## src/rtl/scaler_div_arbiter_pkg.sv

```systemverilog
// ============================================================================
// Module  : scaler_div_arbiter_pkg
// Brief   : Shared video-scaler parameters: FSM encodings, grant side, constants
// Revision: 1.0
// ============================================================================
`default_nettype none

package scaler_div_arbiter_pkg;

    localparam logic [1:0] c_st_idle   = 2'd0;
    localparam logic [1:0] c_st_launch = 2'd1;
    localparam logic [1:0] c_st_wait   = 2'd2;
    localparam logic [1:0] c_st_done   = 2'd3;

    typedef enum logic {
        SEL_V = 1'b0,
        SEL_H = 1'b1
    } sel_e;

    // Dividend is a single one in the MSB position: 2^(width-1)
    function automatic logic [31:0] fixed_dividend(input int width);
        return 32'd1 << (width - 1);
    endfunction

    function automatic logic [31:0] err_quot(input int width);
        return (width >= 32) ? 32'hFFFF_FFFF : ((32'd1 << width) - 32'd1);
    endfunction

endpackage

`default_nettype wire

```

## src/rtl/scaler_div_arbiter_if.sv

```systemverilog
// ============================================================================
// Module  : scaler_div_arbiter_if
// Brief   : Requester-side bundle for the vertical and horizontal scaler ports
// Revision: 1.0
// ============================================================================
`default_nettype none

interface scaler_div_arbiter_if #(
    parameter int DIVIDEND_WIDTH = 18,
    parameter int DIVISOR_WIDTH  = 12
);
    logic                      v_req_i;
    logic [10:0]               v_divisor_i;
    logic [DIVIDEND_WIDTH-1:0] v_quot_o;
    logic                      v_done_o;
    logic                      v_busy_o;

    logic                      h_req_i;
    logic [DIVISOR_WIDTH-1:0]  h_divisor_i;
    logic [DIVIDEND_WIDTH-1:0] h_quot_o;
    logic                      h_done_o;
    logic                      h_busy_o;

    logic                      err_o;

    modport master (
        output v_req_i, v_divisor_i, h_req_i, h_divisor_i,
        input  v_quot_o, v_done_o, v_busy_o, h_quot_o, h_done_o, h_busy_o, err_o
    );

    modport slave (
        input  v_req_i, v_divisor_i, h_req_i, h_divisor_i,
        output v_quot_o, v_done_o, v_busy_o, h_quot_o, h_done_o, h_busy_o, err_o
    );
endinterface

`default_nettype wire

```

## src/rtl/scaler_div_arbiter_serial_divide.sv

```systemverilog
// ============================================================================
// Module  : serial_divide
// Brief   : Restoring serial divider, one quotient bit per cycle, done pulse
// Revision: 1.0
// ============================================================================
`default_nettype none

module serial_divide #(
    parameter int DIVIDEND_WIDTH = 18,
    parameter int DIVISOR_WIDTH  = 12
) (
    input  logic                      clk_i,
    input  logic                      nrst_i,
    input  logic                      cmd_i,
    input  logic [DIVIDEND_WIDTH-1:0] dividend_i,
    input  logic [DIVISOR_WIDTH-1:0]  divisor_i,
    output logic [DIVIDEND_WIDTH-1:0] quot_o,
    output logic                      done_o
);

    localparam int c_cnt_w = $clog2(DIVIDEND_WIDTH + 1);

    logic [DIVISOR_WIDTH-1:0]  r_rem;
    logic [DIVISOR_WIDTH-1:0]  r_divisor;
    logic [DIVIDEND_WIDTH-1:0] r_dq;
    logic [c_cnt_w-1:0]        r_cnt;
    logic                      r_done;

    logic [DIVISOR_WIDTH:0]    w_shift;
    logic [DIVISOR_WIDTH-1:0]  w_diff;
    logic                      w_fits;

    // r_dq shifts dividend bits out at the top and quotient bits in at the bottom
    assign w_shift = {r_rem, r_dq[DIVIDEND_WIDTH-1]};
    assign w_fits  = (w_shift >= {1'b0, r_divisor});
    assign w_diff  = DIVISOR_WIDTH'(w_shift - {1'b0, r_divisor});

    always_ff @(posedge clk_i or negedge nrst_i) begin
        if (!nrst_i) begin
            r_rem     <= '0;
            r_divisor <= '0;
            r_dq      <= '0;
            r_cnt     <= '0;
            r_done    <= 1'b0;
        end else begin
            r_done <= 1'b0;
            if (cmd_i) begin
                r_rem     <= '0;
                r_dq      <= dividend_i;
                r_divisor <= divisor_i;
                r_cnt     <= c_cnt_w'(DIVIDEND_WIDTH);
            end else if (r_cnt != '0) begin
                r_rem <= w_fits ? w_diff : w_shift[DIVISOR_WIDTH-1:0];
                r_dq  <= {r_dq[DIVIDEND_WIDTH-2:0], w_fits};
                r_cnt <= r_cnt - c_cnt_w'(1);
                if (r_cnt == c_cnt_w'(1)) begin
                    r_done <= 1'b1;
                end
            end
        end
    end

    assign quot_o = r_dq;
    assign done_o = r_done;

endmodule

`default_nettype wire

```

## src/rtl/scaler_div_arbiter.sv

```systemverilog
// ============================================================================
// Module  : scaler_div_arbiter
// Brief   : Round-robin arbiter sharing one serial divider between V and H scalers
// Revision: 1.0
// ============================================================================
`default_nettype none

module scaler_div_arbiter
    import scaler_div_arbiter_pkg::*;
#(
    parameter int DIVIDEND_WIDTH = 18,
    parameter int DIVISOR_WIDTH  = 12,
    parameter int WDOG_CYCLES    = 31
) (
    input  logic                 SYS_CLK,
    input  logic                 nRST,
    scaler_div_arbiter_if.slave  bus
);

    localparam int c_wdog_w = $clog2(WDOG_CYCLES + 1);
    localparam logic [DIVIDEND_WIDTH-1:0] c_dividend = DIVIDEND_WIDTH'(fixed_dividend(DIVIDEND_WIDTH));
    localparam logic [DIVIDEND_WIDTH-1:0] c_err_quot = DIVIDEND_WIDTH'(err_quot(DIVIDEND_WIDTH));

    logic [1:0]                r_state;
    sel_e                      r_sel;
    sel_e                      r_last;
    logic [DIVISOR_WIDTH-1:0]  r_divisor;
    logic                      r_div_cmd;
    logic [c_wdog_w-1:0]       r_wdog;
    logic                      r_err;
    logic                      r_dropped;
    logic [DIVIDEND_WIDTH-1:0] r_result;
    logic [DIVIDEND_WIDTH-1:0] r_v_quot;
    logic [DIVIDEND_WIDTH-1:0] r_h_quot;

    logic                      w_grant_v;
    logic [DIVISOR_WIDTH-1:0]  w_grant_divisor;
    logic                      w_sel_req;
    logic                      w_deliver;
    logic                      w_div_done;
    logic [DIVIDEND_WIDTH-1:0] w_div_quot;

    // V wins unless H is also asking and V was the one served last
    assign w_grant_v       = bus.v_req_i && (!bus.h_req_i || (r_last == SEL_H));
    assign w_grant_divisor = w_grant_v
                           ? {{(DIVISOR_WIDTH-11){1'b0}}, bus.v_divisor_i}
                           : bus.h_divisor_i;
    assign w_sel_req       = (r_sel == SEL_V) ? bus.v_req_i : bus.h_req_i;

    serial_divide #(
        .DIVIDEND_WIDTH (DIVIDEND_WIDTH),
        .DIVISOR_WIDTH  (DIVISOR_WIDTH)
    ) u_div (
        .clk_i      (SYS_CLK),
        .nrst_i     (nRST),
        .cmd_i      (r_div_cmd),
        .dividend_i (c_dividend),
        .divisor_i  (r_divisor),
        .quot_o     (w_div_quot),
        .done_o     (w_div_done)
    );

    always_ff @(posedge SYS_CLK or negedge nRST) begin
        if (!nRST) begin
            r_state   <= c_st_idle;
            r_sel     <= SEL_V;
            r_last    <= SEL_H;
            r_divisor <= '0;
            r_div_cmd <= 1'b0;
            r_wdog    <= '0;
            r_err     <= 1'b0;
            r_dropped <= 1'b0;
            r_result  <= '0;
            r_v_quot  <= '0;
            r_h_quot  <= '0;
        end else begin
            case (r_state)
                c_st_idle: begin
                    if (bus.v_req_i || bus.h_req_i) begin
                        r_sel     <= w_grant_v ? SEL_V : SEL_H;
                        r_last    <= w_grant_v ? SEL_V : SEL_H;
                        r_divisor <= w_grant_divisor;
                        r_div_cmd <= (w_grant_divisor != '0);
                        r_err     <= 1'b0;
                        r_dropped <= 1'b0;
                        r_wdog    <= '0;
                        r_state   <= c_st_launch;
                    end
                end
                c_st_launch: begin
                    r_div_cmd <= 1'b0;
                    if (!w_sel_req) begin
                        r_dropped <= 1'b1;
                    end
                    if (r_divisor == '0) begin
                        r_result <= c_err_quot;
                        r_err    <= 1'b1;
                        r_state  <= c_st_done;
                    end else begin
                        r_state  <= c_st_wait;
                    end
                end
                c_st_wait: begin
                    if (!w_sel_req) begin
                        r_dropped <= 1'b1;
                    end
                    if (w_div_done) begin
                        r_result <= w_div_quot;
                        r_state  <= c_st_done;
                    end else if (r_wdog == c_wdog_w'(WDOG_CYCLES - 1)) begin
                        r_result <= c_err_quot;
                        r_err    <= 1'b1;
                        r_state  <= c_st_done;
                    end else begin
                        r_wdog   <= r_wdog + c_wdog_w'(1);
                    end
                end
                c_st_done: begin
                    if (!r_dropped) begin
                        if (r_sel == SEL_V) begin
                            r_v_quot <= r_result;
                        end else begin
                            r_h_quot <= r_result;
                        end
                    end
                    r_state <= c_st_idle;
                end
                default: r_state <= c_st_idle;
            endcase
        end
    end

    // Result is shown combinationally in the DONE cycle so quot is valid with done
    assign w_deliver    = (r_state == c_st_done) && !r_dropped;
    assign bus.v_done_o = w_deliver && (r_sel == SEL_V);
    assign bus.h_done_o = w_deliver && (r_sel == SEL_H);
    assign bus.err_o    = w_deliver && r_err;
    assign bus.v_quot_o = bus.v_done_o ? r_result : r_v_quot;
    assign bus.h_quot_o = bus.h_done_o ? r_result : r_h_quot;
    assign bus.v_busy_o = (r_state != c_st_idle) && (r_sel == SEL_V);
    assign bus.h_busy_o = (r_state != c_st_idle) && (r_sel == SEL_H);

endmodule

`default_nettype wire

```

## src/flat_wrapper.sv

```systemverilog
// flat-port wrapper written by rule: the top's interface ports become plain ports
module scaler_div_arbiter_flat import scaler_div_arbiter_pkg::*;
#(
    parameter int DIVIDEND_WIDTH = 18,
    parameter int DIVISOR_WIDTH  = 12,
    parameter int WDOG_CYCLES    = 31
)
  (SYS_CLK, nRST, bus_v_req_i, bus_v_divisor_i, bus_h_req_i, bus_h_divisor_i, bus_v_quot_o, bus_v_done_o, bus_v_busy_o, bus_h_quot_o, bus_h_done_o, bus_h_busy_o, bus_err_o);
  scaler_div_arbiter_if #(.DIVIDEND_WIDTH(DIVIDEND_WIDTH), .DIVISOR_WIDTH(DIVISOR_WIDTH)) bus_i ();
  input  logic SYS_CLK;
  input  logic nRST;
  input wire logic [$bits(bus_i.v_req_i)-1:0] bus_v_req_i;
  input wire logic [$bits(bus_i.v_divisor_i)-1:0] bus_v_divisor_i;
  input wire logic [$bits(bus_i.h_req_i)-1:0] bus_h_req_i;
  input wire logic [$bits(bus_i.h_divisor_i)-1:0] bus_h_divisor_i;
  output wire logic [$bits(bus_i.v_quot_o)-1:0] bus_v_quot_o;
  output wire logic [$bits(bus_i.v_done_o)-1:0] bus_v_done_o;
  output wire logic [$bits(bus_i.v_busy_o)-1:0] bus_v_busy_o;
  output wire logic [$bits(bus_i.h_quot_o)-1:0] bus_h_quot_o;
  output wire logic [$bits(bus_i.h_done_o)-1:0] bus_h_done_o;
  output wire logic [$bits(bus_i.h_busy_o)-1:0] bus_h_busy_o;
  output wire logic [$bits(bus_i.err_o)-1:0] bus_err_o;
  assign bus_i.v_req_i = bus_v_req_i;
  assign bus_i.v_divisor_i = bus_v_divisor_i;
  assign bus_i.h_req_i = bus_h_req_i;
  assign bus_i.h_divisor_i = bus_h_divisor_i;
  assign bus_v_quot_o = bus_i.v_quot_o;
  assign bus_v_done_o = bus_i.v_done_o;
  assign bus_v_busy_o = bus_i.v_busy_o;
  assign bus_h_quot_o = bus_i.h_quot_o;
  assign bus_h_done_o = bus_i.h_done_o;
  assign bus_h_busy_o = bus_i.h_busy_o;
  assign bus_err_o = bus_i.err_o;
  scaler_div_arbiter #(.DIVIDEND_WIDTH(DIVIDEND_WIDTH), .DIVISOR_WIDTH(DIVISOR_WIDTH), .WDOG_CYCLES(WDOG_CYCLES)) u_core (.SYS_CLK(SYS_CLK), .nRST(nRST), .bus(bus_i));
endmodule
```

## config.mk

```make
export PLATFORM = sky130hd
export DESIGN_NAME = scaler_div_arbiter_flat
export DESIGN_NICKNAME = d
export VERILOG_FILES = /design/src/rtl/scaler_div_arbiter_pkg.sv /design/src/rtl/scaler_div_arbiter_if.sv /design/src/rtl/scaler_div_arbiter_serial_divide.sv /design/src/rtl/scaler_div_arbiter.sv /design/src/flat_wrapper.sv
export SDC_FILE = /design/constraint.sdc
export NUM_CORES = 1
export LEC_CHECK = 0
export BUFFER_PORTS_ARGS = -buffer_cell sky130_fd_sc_hd__buf_2
export CORE_MARGIN = 2
export CORE_UTILIZATION = 50
export CTS_CLUSTER_SIZE = 30
export DETAILED_ROUTE_END_ITERATION = 8
export PLACE_DENSITY = 0.74
export SYNTH_ARGS = -nofsm -noshare
export SYNTH_HDL_FRONTEND = slang
export SYNTH_SLANG_ARGS = --single-unit
```

## constraint.sdc

```tcl
create_clock -name SYS_CLK -period 2.1 [get_ports SYS_CLK]
set_clock_uncertainty 0.1 [all_clocks]
set_input_delay 0.21 -clock SYS_CLK [delete_from_list [all_inputs] [get_ports SYS_CLK]]
set_output_delay 0.21 -clock SYS_CLK [all_outputs]
set_load 0.05 [all_outputs]
```

==> run metrics <==
fin cells 940; CP max stage cell dfrtp_1; Root Buffer clkbuf_16; Pwr Total 16.6 mW; dpl cell area 7240 sq um; Final Util 0.742; Fin. Hold Viols 0; IO buf count 67; Cell variety after synth 55; Post-synth EDFFs 0; total track usage 0.258; WL final 17100 um; fin crit share 1.14; Die Ht roughly 120 um; area delta synth->final 44.1%; die width 116 um; # IOs between 60 and 70; outcome finished, violations left; CTS tree yes; initial core utilization 0.515; Mapped Area a little over 6000 sq um; routed len/inst approximately 18 um; failing checks negative setup slack; ys flop type dfrtp_1; Die ar. about 13000 sq um; initial DRC count 343; synthesized net count ~660; vias in the first global route 5270; Vias 5160; Final Setup Violations 46; Yosys reg bits 126; P per Cell Area between 1500 and 2000 nW/um^2; CP Cell Sequence ha_2 -> nor2b_4 -> nor2b_4 -> buf_4 -> clkbuf_16 -> mux2_4 -> buf_8; global route overflow 0; antenna cells 0; most frequent CP cell nor2b_4; layout net count 808; synth warn 0; H-tree Lvls 4; Final ANT Viol Nets 0; largest net degree at the start of global routing 56; DRC 0; hpwl dp between 9000 and 10000 um; drt pass-1 iters 5; Crit Path Max Fanout 4; row cnt 40; vias per cell 5.49; P_leak between 3 and 4 nW; commonest non-fill, non-tap cell in the layout dfrtp_1; Max Clock Freq between 400 and 500 MHz; Max Slew Vio Count 0; critical path's largest stage delay approximately 0.35 ns; critical path class register to primary output; FILL cells between 700 and 800; clock buffer depth 2; commonest non-fill, non-tap cells in the layout dfrtp_1, nand2_1, nor2_1; hold slack just over 0.02 ns; CP required between 1.5 and 2 ns; first-pass GRT wire length 26300 um; clk_lat worst skew ~0.43 ns; dpl cells slightly below 900; Slew headroom 0.544; Post-synth ARST share 1.00; unrepaired setup endpoints after global routing true; max-cap violations 0; crit path setup slack, layout -0.292 ns; final instance area between 8000 and 9000 sq um; worst slew pin tran between 0.6 and 0.7 ns; fin crit period around 2.4 ns; Clock Sinks between 100 and 150; Peak VDD IR about 1100 uV; Setup crit start kind register; Cells after Synth between 600 and 700; initial antenna violation count 0; register area share after synthesis 0.506; CTS Buf Count 17; core box area ~12000 sq um; CP Capture Type primary output; arrival time of the worst setup path between 2 and 2.5 ns; Worst-path clk slew ~0.06 ns; Synth Area per Inst between 10 and 15 sq um; worst hold path type primary input to register; fraction of final layout cells sized beyond drive strength 1 0.394; GP Congestion 0.842
-- cells by family after synthesis --
| logic type | share of synthesized area |
|---|---|
| compound gates | 0.125 |
| xor+xnor | 0.0154 |
| fa+ha+maj | 0.0453 |
| buf+inv | 0.0343 |
| flops | 0.506 |
| mux | 0.132 |
| simple gates | 0.142 |
-- where the power goes --
part / total (mW) / switching [mW] / internal [mW]
Clock: 2.99 / 1.13 / 1.86
Combinational: 9.71 / 5.06 / 4.65
Sequential: 3.92 / 0.633 / 3.29
Total: 16.6 / 6.82 / 9.80
-- area by class of cell --
| cell class | count | area (sq um) | area share |
|---|---|---|---|
| Clock buffer | 18 | 429 | 0.0478 |
| Clock inverter | 14 | 168 | 0.0187 |
| Inverter | 25 | 97.6 | 0.0109 |
| Multi-Input combinational cell | 429 | 3380 | 0.377 |
| Sequential cell | 126 | 3150 | 0.351 |
| Tap cell | 168 | 210 | 0.0234 |
| Timing Repair Buffer | 160 | 1540 | 0.172 |
-- per-stage QoR --
step / setup TNS (ns) / worst slack [ns]
after floorplan: -0.00350 / -0.00350
after global routing: -11.50 / -0.378
after global placement: -2.41 / -0.221
after CTS: -8.17 / -0.291
after detailed placement: -2.79 / -0.292
final: -7.90 / -0.292
-- per-layer routing --
metal | wire, um | track usage
met1 | 6900 | 0.304
met2 | 9080 | 0.460
met3 | 727 | 0.0549
met4 | 406 | 0.106
met5 | 0 | 0
-- path summary, 6_finish.rpt --
path,from,endpoint,cells after the start,slack [ns]
max,u_core.r_state[0],bus_v_quot_o[5],7,-0.29
min,bus_h_divisor_i[5],u_core.r_divisor[5],3,0.02
max reg2reg,u_core.u_div.quot_o[17],u_core.u_div.r_rem[8],10,-0.11
min reg2reg,u_core.r_h_quot[7],u_core.r_h_quot[7],1,0.40
max in group asynchronous,nRST,u_core.r_last,3,0.96
min in group asynchronous,nRST,u_core.r_h_quot[13],2,0.20
-- cells in the mapped netlist (2+ instances only) --
| cell | number | area (sq um) |
|---|---|---|
| dfrtp_1 | 125 | 3130 |
| a211oi_1 | 5 | 37.5 |
| ha_1 | 21 | 263 |
| or3_1 | 4 | 25.0 |
| nor4_1 | 12 | 75.1 |
| a21oi_2 | 4 | 35.0 |
| o31ai_1 | 2 | 15.0 |
| buf_2 | 6 | 30.0 |
| a311oi_2 | 4 | 60.1 |
| o211ai_1 | 2 | 15.0 |
| buf_1 | 2 | 7.51 |
| nand2b_1 | 5 | 31.3 |
| nor2b_1 | 8 | 50.1 |
| and2_1 | 3 | 18.8 |
| mux2_2 | 58 | 653 |
| nor2_1 | 68 | 255 |
| a21boi_0 | 2 | 15.0 |
| nand2_1 | 77 | 289 |
| a21oi_1 | 45 | 225 |
| nand3_1 | 7 | 35.0 |
| nand4_1 | 4 | 25.0 |
| clkbuf_1 | 19 | 71.3 |
| xnor2_1 | 4 | 35.0 |
| nand2_2 | 2 | 12.5 |
| mux2i_1 | 17 | 170 |
| o21ai_0 | 33 | 165 |
| o21a_1 | 3 | 22.5 |
| a31oi_1 | 3 | 18.8 |
| a32oi_1 | 2 | 17.5 |
| xor2_1 | 7 | 61.3 |
| or2_2 | 2 | 12.5 |
| inv_1 | 25 | 93.8 |
| nor3_1 | 3 | 15.0 |
-- what timing repair did --
item,in CTS,in global routing
pin swaps,22,24
gates cloned,4,2
hold endpoints to repair,38,0
buffers inserted,8,10
endpoints found under the setup margin,51,61
resized for setup,147,55
hold buffers,12,0
-- registers in the layout (all words and copies together), names as in the netlist --
signal / flops
u_core.r_div_cmd: 1
u_core.r_h_quot: 18
u_core.r_dropped: 1
u_core.r_sel: 1
u_core.r_result: 18
u_core.r_err: 1
u_core.r_state: 2
u_core.u_div.quot_o: 18
u_core.u_div.r_divisor: 12
u_core.u_div.done_o: 1
u_core.r_divisor: 12
u_core.u_div.r_cnt: 5
u_core.u_div.r_rem: 12
u_core.r_last: 1
u_core.r_v_quot: 18
u_core.r_wdog: 5
-- worst max-delay path, delay by kind of cell (launching register included) --
family | cells | cell delay [ns]
adder cells (fa/ha/maj) | 1 | 0.19
buffers and inverters | 3 | 0.46
flip-flops | 1 | 0.35
multiplexers | 1 | 0.31
AND/OR/NAND/NOR | 2 | 0.34
Note: power is estimated with default switching activity, not from simulation.
